File: config.mk
export PLATFORM = sky130hd
export DESIGN_NAME = lighting_cmd_seq
export DESIGN_NICKNAME = d
export VERILOG_FILES = /design/src/rtl/lighting_cmd_seq.sv
export SDC_FILE = /design/constraint.sdc
export NUM_CORES = 1
export LEC_CHECK = 0
export CAP_MARGIN = 5
export CORE_ASPECT_RATIO = 1.4
export CORE_MARGIN = 1
export CORE_UTILIZATION = 45
export CTS_CLUSTER_DIAMETER = 40
export DETAILED_ROUTE_END_ITERATION = 7
export PLACE_DENSITY_LB_ADDON = 0.05
export SLEW_MARGIN = 40
export SYNTH_ARGS = -nofsm -noshare
export SYNTH_HDL_FRONTEND = slang
export SYNTH_SLANG_ARGS = --single-unit
File: constraint.sdc
create_clock -name clk -period 1.7 [get_ports clk]
set_input_delay 0.17 -clock clk [delete_from_list [all_inputs] [get_ports clk]]
set_output_delay 0.17 -clock clk [all_outputs]
set_load 0.005 [all_outputs]
File: src/rtl/lighting_cmd_seq.sv
// Phase sequencer for LightingSystem: one-hot time-of-day code plus user requests applied at phase boundaries.
// Optional macro LSEQ_FORCE_PHASE_EN adds force_valid/force_tcode for direct phase jumps.
module lighting_cmd_seq #(
  parameter int unsigned TICKS_PER_PHASE = 16,
  parameter int unsigned CNT_W           = 8
) (
  input  logic       clk,
  input  logic       rst_n,
  input  logic       en,
  input  logic       req_valid,
  input  logic [3:0] req_ulight,
  input  logic [3:0] req_lenght,
`ifdef LSEQ_FORCE_PHASE_EN
  input  logic       force_valid,
  input  logic [3:0] force_tcode,
`endif
  output logic       req_ready,
  output logic       req_err,
  output logic [3:0] tcode,
  output logic [3:0] ulight,
  output logic [3:0] lenght,
  output logic       phase_strobe,
  output logic [7:0] day_count
);

  localparam int unsigned CODE_W = 4;
  localparam int unsigned DAY_W  = 8;
  localparam logic [CNT_W-1:0] LAST_TICK = CNT_W'(TICKS_PER_PHASE - 1);

  typedef enum logic [CODE_W-1:0] {
    IDLE    = 4'b0000,
    MORNING = 4'b0001,
    NOON    = 4'b0010,
    EVENING = 4'b0100,
    NIGHT   = 4'b1000
  } state_t;

  state_t              r_state, w_state_n;
  logic [CNT_W-1:0]    r_cnt, w_cnt_n;
  logic [DAY_W-1:0]    r_day, w_day_n;
  logic                r_pend, w_pend_n;
  logic [CODE_W-1:0]   r_pend_ulight, w_pend_ulight_n;
  logic [CODE_W-1:0]   r_pend_lenght, w_pend_lenght_n;
  logic [CODE_W-1:0]   r_ulight, w_ulight_n;
  logic [CODE_W-1:0]   r_lenght, w_lenght_n;
  logic                r_ready, r_err, w_err_n, r_strobe, w_strobe_n;
  logic                w_boundary, w_force_ok, w_apply, w_accept;

  // Next-state, timer, day counter and request handling
  always_comb begin
    w_state_n       = r_state;
    w_cnt_n         = r_cnt;
    w_day_n         = r_day;
    w_pend_n        = r_pend;
    w_pend_ulight_n = r_pend_ulight;
    w_pend_lenght_n = r_pend_lenght;
    w_ulight_n      = r_ulight;
    w_lenght_n      = r_lenght;
    w_err_n         = 1'b0;
    w_strobe_n      = 1'b0;
    w_force_ok      = 1'b0;
    w_boundary      = (r_state != IDLE) && en && (r_cnt == LAST_TICK);

    case (r_state)
      IDLE: begin
        if (en) begin
          w_state_n  = MORNING;
          w_cnt_n    = '0;
          w_strobe_n = 1'b1;
        end
      end
      default: begin
        if (w_boundary) begin
          w_cnt_n    = '0;
          w_strobe_n = 1'b1;
          case (r_state)
            MORNING: w_state_n = NOON;
            NOON:    w_state_n = EVENING;
            EVENING: w_state_n = NIGHT;
            default: begin
              w_state_n = MORNING;
              w_day_n   = r_day + DAY_W'(1);
            end
          endcase
        end else if (en) begin
          w_cnt_n = r_cnt + CNT_W'(1);
        end
      end
    endcase

`ifdef LSEQ_FORCE_PHASE_EN
    // A legal force beats both en and a natural boundary; an illegal one only flags an error
    if (force_valid) begin
      if ($onehot(force_tcode)) begin
        w_force_ok = 1'b1;
        w_state_n  = state_t'(force_tcode);
        w_cnt_n    = '0;
        w_strobe_n = 1'b1;
        w_day_n    = r_day;
      end else begin
        w_err_n = 1'b1;
      end
    end
`endif

    // Pending data applies only when inputs to LightingSystem may change
    w_apply = r_pend && (w_boundary || (r_state == IDLE) || w_force_ok);
    if (w_apply) begin
      w_ulight_n = r_pend_ulight;
      w_lenght_n = r_pend_lenght;
      w_pend_n   = 1'b0;
    end

    w_accept = req_valid && r_ready;
    if (w_accept) begin
      if (req_lenght == '0) begin
        w_err_n = 1'b1;
      end else begin
        w_pend_n        = 1'b1;
        w_pend_ulight_n = req_ulight;
        w_pend_lenght_n = req_lenght;
      end
    end
  end

  always_ff @(posedge clk or negedge rst_n) begin
    if (!rst_n) begin
      r_state       <= IDLE;
      r_cnt         <= '0;
      r_day         <= '0;
      r_pend        <= 1'b0;
      r_pend_ulight <= '0;
      r_pend_lenght <= '0;
      r_ulight      <= '0;
      r_lenght      <= '0;
      r_ready       <= 1'b1;
      r_err         <= 1'b0;
      r_strobe      <= 1'b0;
    end else begin
      r_state       <= w_state_n;
      r_cnt         <= w_cnt_n;
      r_day         <= w_day_n;
      r_pend        <= w_pend_n;
      r_pend_ulight <= w_pend_ulight_n;
      r_pend_lenght <= w_pend_lenght_n;
      r_ulight      <= w_ulight_n;
      r_lenght      <= w_lenght_n;
      r_ready       <= ~w_pend_n;
      r_err         <= w_err_n;
      r_strobe      <= w_strobe_n;
    end
  end

  assign tcode        = r_state;
  assign ulight       = r_ulight;
  assign lenght       = r_lenght;
  assign req_ready    = r_ready;
  assign req_err      = r_err;
  assign phase_strobe = r_strobe;
  assign day_count    = r_day;

endmodule

==> summary.md, run 1 <==
| Metric | Value |
|---|---|
| Final setup viols | `0` |
| Sw Pwr | `1.00 mW` |
| Cell with the most instances after synthesis | `dfrtp_1` |
| Layout cells sized above 1 | `0.265` |
| Worst clock skew | `5.77 ps` |
| Yosys top cell by area | `dfrtp_1` |
| CTS max path bufs | `2` |
| Slew @ Worst Pin | `409 ps` |
| Hold Crit Class | `input pin to async pin` |
| Ant. Diodes | `0` |
| Post-synthesis sequential area ratio | `0.569` |
| Worst skew pair latency | `300 ps` |
| Full die area | `4170 um2` |
| Initial cell density of the core | `0.475` |
| Setup TNS | `0 ps` |
| Logic pwr share | `0.325` |
| Final Hold Vio Count | `0` |
| Sw frac | `0.292` |
| Reg power frac | `0.448` |
| WS Path Type | `flip-flop to flip-flop` |
| Synth top area share | `0.554` |
| Worst vdd ir | `0.911 mV` |
| Mapped Cells | `137` |
| CTS buffer count | `5` |
| DRC errors left | `0` |
| Overflow left after global routing | `0` |
| Routed wire length | `3340 um` |
| Final worst path period need | `1650 ps` |
| Post-CTS setup buffers | `0` |
| Worst setup EP type | `flip-flop` |
| First-pass GRT wire length | `5700 um` |
| Top post-synthesis cells by count | `39 x dfrtp_1, 16 x mux2_2, 9 x nand2_1, 9 x nor2_1, 9 x xnor2_1` |
| Clock sinks | `40` |
| Dpl hpwl | `2510 um` |
| Post-synthesis async set-or-reset flop share | `1.00` |
| EDFF count, synth | `0` |
| Final GP Congestion | `0.813` |
| Wire per inst | `14.5 um` |
| Die Height | `76.0 um` |
| Internal power | `2.42 mW` |
| Power Dens Cells | `1460 nW/um2` |
| Detail-routed via count per cell | `5.35` |
| Leading post-synthesis cells by cell area | `dfrtp_1 55%, mux2_2 10%, xnor2_1 4.5%` |
| RSZ-0062 raised after global routing | `false` |
| All-layer global routing usage | `0.189` |
| Final instance area | `2350 um2` |
| DP Area | `2210 um2` |
| Worst slew margin | `0.726` |
| Fmax | `608 MHz` |
| Data arrival, critical path | `1830 ps` |
| #FFs+latches synth | `40` |
| Root Buffer | `clkbuf_8` |
| Die Wd | `54.9 um` |
| Nets | `202` |
| Yosys Warn Count | `0` |
| Clock share of power | `0.227` |
| Pleak | `1.03 nW` |
| Max-Cap Viols | `0` |
| Antenna Violating Nets Remaining | `0` |
| Total power | `3.42 mW` |
| Yosys cell types | `35` |
| Fin crit share | `0.968` |
| Initial antenna violation count | `0` |
| Clk slew on worst S/H paths | `80 ps` |
| Status | `completed` |
| Net count after synthesis | `151` |
| Core area | `3710 um2` |
| Syn Area/Cell | `12.9 um2` |
| FF/Latch Area | `1000 um2` |
| Synth Flop Type | `dfrtp_1` |
| Startpoint Class | `flip-flop` |
| Fillers | `311` |
| Required time of the critical path | `1880 ps` |
| Vias in the first global route | `1270` |
| Multi-input gate area | `722 um2` |
| Std-Cell Rows | `26` |
| DR vias | `1237` |
| Synthesized area | `1760 um2` |
| Io pins | `35` |
| 1st-iter DRT viols | `13` |
| Layout area overhead | `33.4%` |
| DR pass1 iterations | `4` |
| Pin count of the biggest net entering global routing | `15` |
| CTS tree | `yes` |
| Port Buffer Count | `34` |
| Critical path fanouts, max | `4` |
| Max Slew Vio Count | `0` |
| Clock H-tree levels | `2` |
## registers in the layout (all words and copies together), names as in the netlist
signal and cells:
req_ready 1, r_pend_ulight 4, day_count 8, r_cnt 8, lenght 4, ulight 4, r_pend 1, phase_strobe 1
r_pend_lenght 4, req_err 1, tcode 4
## critical path: stages, from the launching register on
cell     delay (ps)
dfrtp_1         400
ha_2            200
and4_4          230
a21o_1          200
and2_4          200
mux2_4          290
## repair_timing
| item | in CTS | in global routing |
|---|---|---|
| gates resized for setup | 1 | 2 |
| pin swaps | 0 | 0 |
| endpoints found under the setup margin | 7 | 10 |
| hold buffers | 1 | 0 |
| hold endpoints to repair | 11 | 0 |
## layout make-up
type / instances / share of cell area
Sequential cell: 40 / 0.427
Tap cell: 42 / 0.0224
Timing Repair Buffer: 49 / 0.192
Clock buffer: 5 / 0.0293
Multi-Input combinational cell: 89 / 0.307
Clock inverter: 3 / 0.0181
Inverter: 3 / 0.00479
## kinds of logic (layout without fill, tap and decap cells)
group	Yosys count	in the layout	synth area share
and+or+nand+nor	44	44	0.154
adders and majority gates	3	3	0.0199
AOI/OAI and AO/OA	12	12	0.0462
xor gates and xnor gates	11	11	0.0547
DFF	40	40	0.569
muxes	19	19	0.125
buffers and inverters	8	60	0.0312
## stage by stage
stage           util  instances  hold slack [ps]  setup WS [ps]
2_1_floorplan      -        137             -126          -23.5
4_1_cts        0.630        231              291           10.8
3_3_place_gp   0.597        222             75.1           -189
3_5_place_dp   0.597        222             79.9           -220
5_1_grt        0.634        231              336           3.44
6_report       0.634        231              284           54.3
## power by group through the flow
stage	clock, mW	combinational [mW]	sequential, mW
floorplan	0	0.572	1.52
global placement	0	1.08	1.53
detailed placement	0	1.11	1.55
CTS	0.801	1.12	1.53
global route	0.830	1.25	1.59
finish	0.777	1.11	1.53
## cell usage in the layout, fill, tap and decap left out, drive strengths merged, types with 2 or more instances in the layout
cell type | netlist | final
nor2 | 9 | 9
xor2 | 2 | 2
o21ai | 3 | 3
a21oi | 2 | 2
inv | 3 | 3
a21o | 2 | 2
clkdlybuf4s50 | 0 | 33
nand2 | 10 | 10
ha | 2 | 2
nor4 | 2 | 2
dfrtp | 39 | 39
xnor2 | 9 | 9
buf | 5 | 15
mux2 | 18 | 18
nand3 | 5 | 5
nor4b | 2 | 2
nand4 | 6 | 6
nor3 | 2 | 2
clkbuf | 0 | 5
and4 | 3 | 3
## layer usage
metal / track usage / wire (um) / part of all wire
met5: 0 / 0 / 0
met2: 0.313 / 1710 / 0.51
met1: 0.222 / 1430 / 0.43
met4: 0.0769 / 63 / 0.019
met3: 0.0479 / 139 / 0.042
## worst paths after layout
check | slack (ps) | from | cells past startpoint | endpoint
max | 50 | r_cnt[1]$_DFFE_PN0P_ | 5 | tcode[3]$_DFFE_PN0P_
min | 280 | rst_n | 2 | ulight[0]$_DFFE_PN0P_
max reg2reg | 50 | r_cnt[1]$_DFFE_PN0P_ | 5 | tcode[3]$_DFFE_PN0P_
min reg2reg | 480 | day_count[7]$_DFFE_PN0P_ | 1 | day_count[7]$_DFFE_PN0P_
max in group asynchronous | 920 | rst_n | 3 | r_cnt[2]$_DFFE_PN0P_
min in group clk | 480 | day_count[7]$_DFFE_PN0P_ | 1 | day_count[7]$_DFFE_PN0P_
Note: power is estimated with default switching activity, not from simulation.
==> run 2, diff against run 1 <==
--- a/config.mk
+++ b/config.mk
@@ -8,7 +8,7 @@
 export CAP_MARGIN = 5
 export CORE_ASPECT_RATIO = 1.4
 export CORE_MARGIN = 1
-export CORE_UTILIZATION = 45
+export CORE_UTILIZATION = 50
 export CTS_CLUSTER_DIAMETER = 40
 export DETAILED_ROUTE_END_ITERATION = 7
 export PLACE_DENSITY_LB_ADDON = 0.05
==> constraint.sdc (replaced) <==
create_clock -name clk -period 1.6 [get_ports clk]
set_input_delay 0.16 -clock clk [delete_from_list [all_inputs] [get_ports clk]]
set_output_delay 0.16 -clock clk [all_outputs]
set_load 0.005 [all_outputs]
==> run 2 against run 1 <==
Compared with the run above: cell count is 1.3% higher; combinational power is 21% higher; critical path depth unchanged; worst setup slack got worse by 32 ps; flip-flop and latch count unchanged; total power increased by 3.8%; clock power shrank 19%; die area fell by 9.7%; final area increased by 0.96%; utilization is 6.9 points higher; largest power group unchanged.
==> summary.md, run 2 (synthesis results as in run 1) <==
| Metric | Value |
|---|---|
| Ant. Diodes | `0` |
| Fillers | `268` |
| Full die area | `3770 um2` |
| Post-CTS setup buffers | `0` |
| Routed wire length | `3360 um` |
| Most frequent cells in the layout | `39 x dfrtp_1, 32 x clkdlybuf4s50_1, 18 x buf_4` |
| Port Buffer Count | `34` |
| Sw frac | `0.294` |
| Data arrival, critical path | `1740 ps` |
| Dpl hpwl | `2390 um` |
| Worst vdd ir | `1.26 mV` |
| Nets | `207` |
| Clock sinks | `40` |
| Clock H-tree levels | `2` |
| Reg power frac | `0.447` |
| Clk slew on worst S/H paths | `80 ps` |
| Most common cell after layout, fill and taps aside | `dfrtp_1` |
| Core area | `3380 um2` |
| Final worst slack | `22.7 ps` |
| All-layer global routing usage | `0.199` |
| Final worst path period need | `1580 ps` |
| Clock share of power | `0.177` |
| DR vias | `1252` |
| Fin crit share | `0.986` |
| Max incr delay on CP | `390 ps` |
| DP Area | `2250 um2` |
| Initial cell density of the core | `0.521` |
| Pin count of the biggest net entering global routing | `41` |
| Critical path fanouts, max | `8` |
| Slew @ Worst Pin | `498 ps` |
| Sw Pwr | `1.05 mW` |
| CP cell instances | `ha_2 -> and4_4 -> a21o_4 -> nand2_4 -> mux2_2` |
| Total power | `3.56 mW` |
| CTS tree | `yes` |
| Post-Layout Cell Count | `234` |
| Die Wd | `52.2 um` |
| Required time of the critical path | `1770 ps` |
| Worst slew margin | `0.668` |
| 1st-iter DRT viols | `16` |
| Reg2Reg Depth | `5` |
| Worst skew pair latency | `280 ps` |
| Detail-routed via count per cell | `5.35` |
| Std-Cell Rows | `25` |
| DR pass1 iterations | `4` |
| Multi-input gate area | `733 um2` |
| Worst setup EP type | `flip-flop` |
| Setup TNS | `0 ps` |
| Final Util | `0.702` |
| Internal power | `2.51 mW` |
| Wire per inst | `14.4 um` |
| Max Slew Vio Count | `0` |
| Io pins | `35` |
| FF/Latch Area | `1000 um2` |
| Final Hold Vio Count | `0` |
| First-pass GRT wire length | `5510 um` |
| CTS buffer count | `5` |
| Worst Hold Margin | `460 ps` |
| CTS max path bufs | `2` |
| Antenna Violating Nets Remaining | `0` |
| Hold Crit Class | `input pin to async pin` |
| Status | `completed` |
| Logic pwr share | `0.376` |
| Max-Cap Viols | `0` |
| Layout area overhead | `34.7%` |
| Fmax | `634 MHz` |
| Startpoint Class | `flip-flop` |
| Power Dens Cells | `1500 nW/um2` |
| Pre-CTS WS | `-343 ps` |
| Worst clock skew | `4.31 ps` |
| DRC errors left | `0` |
| Final GP Congestion | `0.692` |
| Overflow left after global routing | `0` |
| Dpl cells | `225` |
| Vias in the first global route | `1240` |
| Layout cells sized above 1 | `0.278` |
| Final instance area | `2370 um2` |
| Final setup viols | `0` |
| Worst path slowest cell | `dfrtp_1` |
| RSZ-0062 raised after global routing | `true` |
| Initial antenna violation count | `0` |
| Die Height | `72.2 um` |
| Root Buffer | `clkbuf_8` |
| Pleak | `1.06 nW` |
| WS Path Type | `flip-flop to flip-flop` |
run 2: final timing paths:
kind                                           from                       end  slack, ps
max                            r_cnt[1]$_DFFE_PN0P_     ulight[2]$_DFFE_PN0P_         20
min                                           rst_n  day_count[3]$_DFFE_PN0P_        460
max reg2reg                    r_cnt[1]$_DFFE_PN0P_     ulight[2]$_DFFE_PN0P_         20
min reg2reg                day_count[7]$_DFFE_PN0P_  day_count[7]$_DFFE_PN0P_        460
max in group asynchronous                     rst_n       req_ready$_DFF_PN1_        770
min in group clk           day_count[7]$_DFFE_PN0P_  day_count[7]$_DFFE_PN0P_        460
run 2: what timing repair did:
| item | CTS | global route |
|---|---|---|
| hold buffers | 1 | 0 |
| hold endpoints to repair | 39 | 0 |
| gates resized for setup | 2 | 4 |
| setup endpoints to repair | 15 | 15 |
| pin swaps | 1 | 0 |
run 2: power groups by stage:
stage          Combinational [mW]  Sequential [mW]  Clock, mW
3_5_place_dp                 1.32             1.61          0
5_1_grt                      1.45             1.64      0.692
3_3_place_gp                 1.28             1.59          0
6_report                     1.34             1.59      0.629
4_1_cts                      1.33             1.59      0.647
2_1_floorplan               0.618             1.62          0
run 2: layer usage:
| metal | vias to the layer above | wire length [um] | GRT usage |
|---|---|---|---|
| met3 | 6 | 105 | 0.0461 |
| met4 | 0 | 52 | 0.0702 |
| met2 | 28 | 1750 | 0.343 |
| li1 | 603 | - | - |
| met1 | 615 | 1450 | 0.238 |
| met5 | - | 0 | 0 |
run 2: critical path, delay by kind of cell, from the launching register on:
family	cells	cell delay (ps)
flip-flops	1	390
AND/OR/NAND/NOR	2	310
AO/OA/AOI/OAI	1	220
adder cells (fa/ha/maj)	1	190
multiplexers	1	350
run 2: area by class of cell:
type | instances | area share
clock inverter | 1 | 0.00211
inverter | 3 | 0.00475
timing repair buffer | 54 | 0.208
sequential | 40 | 0.422
clock buffer | 7 | 0.0322
tap | 40 | 0.0211
multi-input combinational | 89 | 0.309
